## src/rtl/uart_pkg.sv

```systemverilog
// Shared constants, FSM state encoding and width helpers for the UART receive path.
// UART_RX_BREAK_DETECT_EN adds the BREAK_WAIT state.
package uart_pkg;

    localparam int unsigned PAR_NONE = 0;
    localparam int unsigned PAR_EVEN = 1;
    localparam int unsigned PAR_ODD  = 2;

    typedef enum logic [2:0] {
        ST_IDLE,
        ST_START,
        ST_DATA,
        ST_PARITY,
        ST_STOP,
        ST_DONE
`ifdef UART_RX_BREAK_DETECT_EN
        , ST_BREAK_WAIT
`endif
    } rx_state_t;

    function automatic int unsigned cnt_width(input int unsigned n);
        return (n <= 2) ? 1 : $clog2(n);
    endfunction

endpackage

```

## src/rtl/uart_rx_sampler.sv

```systemverilog
// RX line synchroniser, per-bit clock counter and 3-sample majority vote around
// bit centre. The counter is held at zero while clear is asserted.
module uart_rx_sampler
    import uart_pkg::*;
#(
    parameter int unsigned CLKS_PER_BIT = 16
) (
    input  logic clk,
    input  logic reset,
    input  logic rx,
    input  logic clear,
    output logic rx_s,
    output logic sample_valid,
    output logic bit_val,
    output logic bit_end
);

    localparam int unsigned CW = cnt_width(CLKS_PER_BIT);
    localparam int unsigned C  = CLKS_PER_BIT / 2;

    logic          sync1;
    logic [CW-1:0] cnt;
    logic          s0;
    logic          s1;

    always_ff @(posedge clk or posedge reset) begin
        if (reset) begin
            sync1 <= 1'b1;
            rx_s  <= 1'b1;
            cnt   <= '0;
            s0    <= 1'b0;
            s1    <= 1'b0;
        end else begin
            sync1 <= rx;
            rx_s  <= sync1;
            if (clear || bit_end)
                cnt <= '0;
            else
                cnt <= cnt + 1'b1;
            if (cnt == CW'(C - 1))
                s0 <= rx_s;
            if (cnt == CW'(C))
                s1 <= rx_s;
        end
    end

    // Third sample is taken live at C+1 so the vote is available in that cycle.
    assign sample_valid = (cnt == CW'(C + 1));
    assign bit_val      = (s0 & s1) | (s0 & rx_s) | (s1 & rx_s);
    assign bit_end      = (cnt == CW'(CLKS_PER_BIT - 1));

endmodule

```

## src/rtl/uart_rx_framer.sv

```systemverilog
// Parametrised UART receiver: 5..9 data bits, none/even/odd parity, 1 or 2 stop bits.
// Define UART_RX_BREAK_DETECT_EN to add o_Break and the BREAK_WAIT state.
module uart_rx_framer
    import uart_pkg::*;
#(
    parameter int unsigned CLKS_PER_BIT = 16,
    parameter int unsigned DATA_BITS    = 8,
    parameter int unsigned PARITY_MODE  = 0,
    parameter int unsigned STOP_BITS    = 1
) (
    input  logic                 clk,
    input  logic                 reset,
    input  logic                 i_Rx_Data,
    output logic                 o_Rx_Done,
    output logic [DATA_BITS-1:0] o_Rx_Byte,
    output logic                 o_Parity_Err,
    output logic                 o_Frame_Err,
`ifdef UART_RX_BREAK_DETECT_EN
    output logic                 o_Break,
`endif
    output logic                 o_Busy
);

    localparam int unsigned IW = cnt_width(DATA_BITS);

    rx_state_t              state;
    rx_state_t              state_n;
    logic                   rx_s;
    logic                   sample_valid;
    logic                   bit_val;
    logic                   bit_end;
    logic                   cnt_clear;
    logic [DATA_BITS-1:0]   shreg;
    logic [IW-1:0]          idx;
    logic                   stop_idx;
    logic                   last_stop;
    logic                   par_err_r;
    logic                   par_expect;
    logic                   frame_acc;
`ifdef UART_RX_BREAK_DETECT_EN
    logic                   par_zero;
    logic                   brk_r;
    logic                   brk_now;
`endif

    uart_rx_sampler #(
        .CLKS_PER_BIT(CLKS_PER_BIT)
    ) u_sampler (
        .clk         (clk),
        .reset       (reset),
        .rx          (i_Rx_Data),
        .clear       (cnt_clear),
        .rx_s        (rx_s),
        .sample_valid(sample_valid),
        .bit_val     (bit_val),
        .bit_end     (bit_end)
    );

    assign last_stop  = (STOP_BITS == 2) ? stop_idx : 1'b1;
    assign par_expect = (PARITY_MODE == PAR_EVEN) ? ^shreg : ~^shreg;
`ifdef UART_RX_BREAK_DETECT_EN
    assign brk_now = stop_idx ? brk_r : ((shreg == '0) && par_zero && !bit_val);
`endif

    always_comb begin
        state_n   = state;
        cnt_clear = 1'b0;
        unique case (state)
            ST_IDLE: begin
                cnt_clear = 1'b1;
                if (!rx_s)
                    state_n = ST_START;
            end
            ST_START: begin
                if (sample_valid && bit_val)
                    state_n = ST_IDLE;
                else if (bit_end)
                    state_n = ST_DATA;
            end
            ST_DATA: begin
                if (bit_end && idx == IW'(DATA_BITS - 1))
                    state_n = (PARITY_MODE != PAR_NONE) ? ST_PARITY : ST_STOP;
            end
            ST_PARITY: begin
                if (bit_end)
                    state_n = ST_STOP;
            end
            // Leave on the last stop sample rather than at bit end so a following
            // start edge is never missed.
            ST_STOP: begin
                if (sample_valid && last_stop)
                    state_n = ST_DONE;
            end
            ST_DONE: begin
                cnt_clear = 1'b1;
                state_n   = ST_IDLE;
`ifdef UART_RX_BREAK_DETECT_EN
                if (brk_r)
                    state_n = ST_BREAK_WAIT;
`endif
            end
`ifdef UART_RX_BREAK_DETECT_EN
            ST_BREAK_WAIT: begin
                cnt_clear = !rx_s;
                if (rx_s && bit_end)
                    state_n = ST_IDLE;
            end
`endif
            default: state_n = ST_IDLE;
        endcase
    end

    always_ff @(posedge clk or posedge reset) begin
        if (reset) begin
            state        <= ST_IDLE;
            shreg        <= '0;
            idx          <= '0;
            stop_idx     <= 1'b0;
            par_err_r    <= 1'b0;
            frame_acc    <= 1'b0;
            o_Rx_Done    <= 1'b0;
            o_Rx_Byte    <= '0;
            o_Parity_Err <= 1'b0;
            o_Frame_Err  <= 1'b0;
            o_Busy       <= 1'b0;
`ifdef UART_RX_BREAK_DETECT_EN
            par_zero     <= 1'b1;
            brk_r        <= 1'b0;
            o_Break      <= 1'b0;
`endif
        end else begin
            state     <= state_n;
            o_Busy    <= (state_n != ST_IDLE);
            o_Rx_Done <= (state_n == ST_DONE);
            case (state)
                ST_IDLE: begin
                    idx       <= '0;
                    stop_idx  <= 1'b0;
                    par_err_r <= 1'b0;
                    frame_acc <= 1'b0;
`ifdef UART_RX_BREAK_DETECT_EN
                    par_zero  <= 1'b1;
                    brk_r     <= 1'b0;
`endif
                end
                ST_DATA: begin
                    if (sample_valid)
                        shreg <= {bit_val, shreg[DATA_BITS-1:1]};
                    if (bit_end)
                        idx <= idx + 1'b1;
                end
                ST_PARITY: begin
                    if (sample_valid) begin
                        par_err_r <= bit_val ^ par_expect;
`ifdef UART_RX_BREAK_DETECT_EN
                        par_zero  <= !bit_val;
`endif
                    end
                end
                ST_STOP: begin
                    if (sample_valid) begin
                        if (!bit_val)
                            frame_acc <= 1'b1;
`ifdef UART_RX_BREAK_DETECT_EN
                        if (!stop_idx)
                            brk_r <= brk_now;
`endif
                    end
                    if (bit_end)
                        stop_idx <= 1'b1;
                end
                default: ;
            endcase
            if (state_n == ST_DONE) begin
                o_Rx_Byte    <= shreg;
                o_Parity_Err <= par_err_r;
                o_Frame_Err  <= frame_acc | !bit_val;
            end
`ifdef UART_RX_BREAK_DETECT_EN
            o_Break <= (state_n == ST_DONE) && brk_now;
`endif
        end
    end

endmodule

```

## config.mk

```make
export PLATFORM = sky130hd
export DESIGN_NAME = uart_rx_framer
export DESIGN_NICKNAME = d
export VERILOG_FILES = /design/src/rtl/uart_pkg.sv /design/src/rtl/uart_rx_sampler.sv /design/src/rtl/uart_rx_framer.sv
export SDC_FILE = /design/constraint.sdc
export NUM_CORES = 1
export LEC_CHECK = 0
export CAP_MARGIN = 20
export CORE_MARGIN = 3
export CORE_UTILIZATION = 56
export CTS_CLUSTER_DIAMETER = 80
export DETAILED_ROUTE_END_ITERATION = 7
export PLACE_DENSITY = 0.78
export SYNTH_ARGS = -nofsm -noshare
export SYNTH_HDL_FRONTEND = slang
export SYNTH_SLANG_ARGS = --single-unit
```

## constraint.sdc

```tcl
create_clock -name clk -period 2.13 [get_ports clk]
set_input_delay 0.639 -clock clk [delete_from_list [all_inputs] [get_ports clk]]
set_output_delay 0.639 -clock clk [all_outputs]
set_load 0.005 [all_outputs]
```

# Word level (Yosys, flattened, before mapping)
# Cells that the tools add are included.
op_classes:
  add_sub_neg: 2
  eq_ne: 15
  muxes: 16
  bitwise_logic: 7
  reduce_logical: 15
op_table:
  columns: ["operator", "n"]
  rows:
  - ["$mux W3", 7]
  - ["$pmux W3 S5", 1]
  - ["$eq A3 B3 Y1 const B", 4]
  - ["$eq A4 B4 Y1 const B", 3]
  - ["$ne A2 B2 Y1 const B", 4]
  - ["$reduce_xnor A8 Y1", 1]
  - ["$eq A3 B2 Y1 const B", 2]
  - ["$pmux W3 S2", 1]
  - ["$reduce_and A2 Y1", 3]
  - ["$reduce_bool A2 Y1", 3]
  - ["$add A4 B1 Y4 const B", 1]
  - ["$eq A4 B3 Y1 const B", 1]
  - ["$mux W1", 4]
  - ["$mux W4", 1]
  - ["$pmux W1 S2", 2]
  - ["$add A3 B1 Y3 const B", 1]
  - ["$and A1 B1 Y1", 3]
  - ["$eq A3 B1 Y1 const B", 1]
  - ["$logic_not A3 Y1", 1]
  - ["$or A1 B1 Y1", 3]
  - ["$reduce_and A3 Y1", 1]
  - ["$reduce_bool A3 Y1", 1]
  - ["$logic_and A1 B1 Y1", 2]
  - ["$reduce_or A2 Y1", 1]
  - ["3 further kinds", 3]
totals:
  register_bits: 36
  in_bits: 3
  output_inout_bits: 12
  word_cells: 70

# Logic depth before layout (Yosys ltp)
depth:
  depth_word: 7
  mapped_depth: 8
  ltp_nobuf: 6

# Modules after synthesis
# Synthesis repeated with hierarchy kept, for this count alone.
hier_totals:
  hier_cells: 133
  hier_area_um2: 1624.1
modules_own_cells:
  columns: ["mod", "n_inst", "cells_per_inst", "area_each_um2", "seq_area_each_um2"]
  rows:
  - ["uart_rx_framer", 1, 102, 1263.7, 700.7]
  - ["uart_rx_sampler", 1, 31, 360.3, 202.7]

# Worst setup path after synthesis
# No wires, ideal clock.
synth_path:
  path_type: "flip-flop to flip-flop"
  from: "register u_sampler.cnt[0]"
  to: "register shreg[0]"
  setup_time_ns: 0.125
  t_arrival_ns: 1.468
  required_time_ns: 2.005
  path_slack_ns: 0.536
  stages_incl_launch_ff: 7
  path_buffers: 2
  synth_period_minus_slack_ns: 1.594
  path_cell_list: "dfrtp_1 > ha_1 > and3b_1 > buf_6 > and3_4 > buf_6 > mux2_4"
synth_between:
  elab_chain_len: 2
synth_rtl:
  columns: ["element", "line_no", "text"]
  rows:
  - ["start: declaration", "uart_rx_sampler.sv:22", "logic [CW-1:0] cnt;"]
  - ["start signal: assignment", "uart_rx_sampler.sv:39", "cnt <= cnt + 1'b1;"]
  - ["$eq A4 B4 Y1", "uart_rx_sampler.sv:48", "assign sample_valid = (cnt == CW'(C + 1));"]
  - ["$reduce_and A2 Y1 (no source line)", null, null]
  - ["end signal: assignment", "uart_rx_framer.sv:148", "shreg <= {bit_val, shreg[DATA_BITS-1:1]};"]
  - ["end: declaration", "uart_rx_framer.sv:33", "logic [DATA_BITS-1:0] shreg;"]
# Every way passes these cells.
# A chain may end at the register's enable or synchronous reset.

# Final worst setup path
layout_path:
  from: "register o_Rx_Byte[3]"
  to: "output port o_Rx_Byte[3]"
layout_rtl:
  columns: ["element", "line_no", "text"]
  rows:
  - ["start: declaration", "uart_rx_framer.sv:15", "output logic [DATA_BITS-1:0] o_Rx_Byte,"]
  - ["start signal: assignment", "uart_rx_framer.sv:175", "o_Rx_Byte <= shreg;"]
# No word-level cell between the ends.

==> metrics <==
CTS Sinks 36; CP Data Arrival Time 1.22 ns; initial drt markers 30; most common cell after layout, fill and taps aside dfrtp_1; Clock Path Buffers 2; Seq cells post-synth 36; outcome finished, final reports clean; Setup Buffers After CTS 0; post-DR wirelength/cell 14.8 um; asr flop ratio synth 1.00; crit-path max FO 2; setup TNS 0 ns; P_int 1.18 mW; Layout area overhead 14.3%; worst slew pin tran 0.435 ns; yosys warns 0; Max transition margin 0.707; CP startpoint kind register; post-detail-place hpwl 1800 um; slowest cell on the critical path clkdlybuf4s50_1; final worst-path cycle share 0.871; Slew Viols, Final 0; Worst-Skew Late Latency 0.34 ns; syn_area_per_cell 12.8 um^2; gp weighted congestion 0.766; layout cells sized above 1 0.224; Critical Path RT 1.49 ns; post-route cell area 0.00190 mm^2; max_cap viols 0; CTS Buf Count 5; Net Sw Frac 0.300; Die Wd 60.4 um; DR pass1 iterations 4; Gate power share 0.201; Crit path max-delay family buffers and inverters; GRT Util Overall 0.176; fmax 539 MHz; register area share after synthesis 0.544; Core Area 0.00278 mm^2; critical path endpoint category primary output; diode count 0; Worst VDD drop 812 uV; Clk pwr share 0.283; CP bufs+invs 1; largest cells by area after synthesis dfrtp_1 (51%), mux2_2 (8.1%), mux2_4 (7.2%); post-cts sizing count 0; clock transition at the registers of the reported paths 0.11 ns; EDFF count, synth 0; Synth Flop Type dfrtp_1; Yosys top cell area share 0.513; drc violations 0; synth unique cells 33; post-route ant nets 0; first-pass GRT wire length 4540 um; post-synth top area cell dfrtp_1; Cell Pwr Density 893 mW/mm^2; vias in the first global route 979; Seq pwr share 0.515; die height 60.4 um; Worst Hold Class register to register; Die ar. 0.00365 mm^2; DR vias 995; GR Overflow Total 0; Row Count 19; Clock Tree Root clkbuf_4; Final Hold Vio Count 0; initial antenna violation count 0; endpoints failing setup 0; Buffers on Ports 14; RSZ-0062 raised after global routing no; largest net degree at the start of global routing 37; Synth Cell Area 0.00166 mm^2; H-Tree Depth 2; Area after DPL 0.00182 mm^2; Post-Synthesis Cells 130; Syn Nets 138; worst-path cell chain clkdlybuf4s50_1; Lkg Pwr 0.906 nW; Setup Crit Path Kind register to primary output; Min Clock Period, post-route 1.86 ns; Initial Utilization 0.596; # hold bufs at CTS 0; NumNets Final 154; switching pwr 0.507 mW; IO Pins 15; Routed WL 2640 um; clock skew 0.0107 ns; Vias/cell 5.59; max incr delay on CP 0.51 ns; CTS tree built; most frequent cells in the layout dfrtp_1 (34), clkdlybuf4s50_1 (14), mux2_2 (12)
-- routing by layer --
metal,routed length (um),share of wire,track usage
met1,1160,0.44,0.223
met2,1320,0.50,0.273
met3,118,0.045,0.0638
met4,46,0.017,0.0743
met5,0,0,0
-- worst paths after layout --
path,startpoint,to,slack [ns],cells after the start
setup / recovery,o_Rx_Byte[3],o_Rx_Byte[3],0.27,1
hold / removal,u_sampler.sync1,u_sampler.rx_s,0.36,0
setup reg to reg,u_sampler.cnt[1],o_Rx_Byte[7],0.40,5
hold reg to reg,u_sampler.sync1,u_sampler.rx_s,0.36,0
max in group asynchronous,reset,u_sampler.sync1,1.26,3
min in group asynchronous,reset,par_err_r,0.62,3
-- state kept, by name (all words and copies together) (netlist names), 3 cells and up --
| signal | count |
|---|---|
| u_sampler.cnt | 4 |
| state | 3 |
| idx | 3 |
| shreg | 8 |
| o_Rx_Byte | 8 |
-- final cells by class --
cell class | count | area [um^2]
Inverter | 5 | 18.8
Sequential cell | 36 | 903
Tap cell | 31 | 38.8
Clock inverter | 3 | 42.5
Timing Repair Buffer | 15 | 160
Fill cell | 215 | 886
Multi-Input combinational cell | 83 | 694
Clock buffer | 5 | 37.5
-- power groups by stage --
stage | Sequential, mW | Combinational, mW | Clock, mW
after floorplan | 0.838 | 0.301 | 0
after global placement | 0.875 | 0.332 | 0
after detailed placement | 0.881 | 0.343 | 0
after CTS | 0.870 | 0.345 | 0.491
after global routing | 0.891 | 0.391 | 0.519
final | 0.872 | 0.341 | 0.479
-- cell usage after synthesis, drive strengths merged, types with 2 or more instances --
master / number
clkbuf: 2
buf: 4
o211ai: 2
dfrtp: 34
dfstp: 2
nor2: 10
o21ai: 7
nand3: 5
xor2: 2
and3: 3
mux2: 20
nand2: 6
inv: 5
nand3b: 3
a22o: 2
ha: 5
xnor2: 7
-- stage by stage --
step,std cells,total power [mW],util,setup WS [ns],hold WS [ns]
after detailed placement,170,1.22,0.653,0.415,0.349
after global placement,170,1.21,0.653,0.500,0.348
final,178,1.69,0.682,0.274,0.362
after CTS,178,1.71,0.682,0.245,0.364
after global routing,178,1.80,0.682,0.206,0.370
after floorplan,130,1.14,-,0.536,0.345
-- logic make-up (layout without fill, tap and decap cells) --
kind of cell,count (synthesis),count (layout),share of synthesized area
adders and majority gates,6,6,0.0437
xor gates and xnor gates,10,10,0.0611
and+or+nand+nor,31,31,0.0980
DFF,36,36,0.544
muxes,20,20,0.154
AOI/OAI and AO/OA,16,16,0.0618
buffers and inverters,11,28,0.0370
Note: power is estimated with default switching activity, not from simulation.
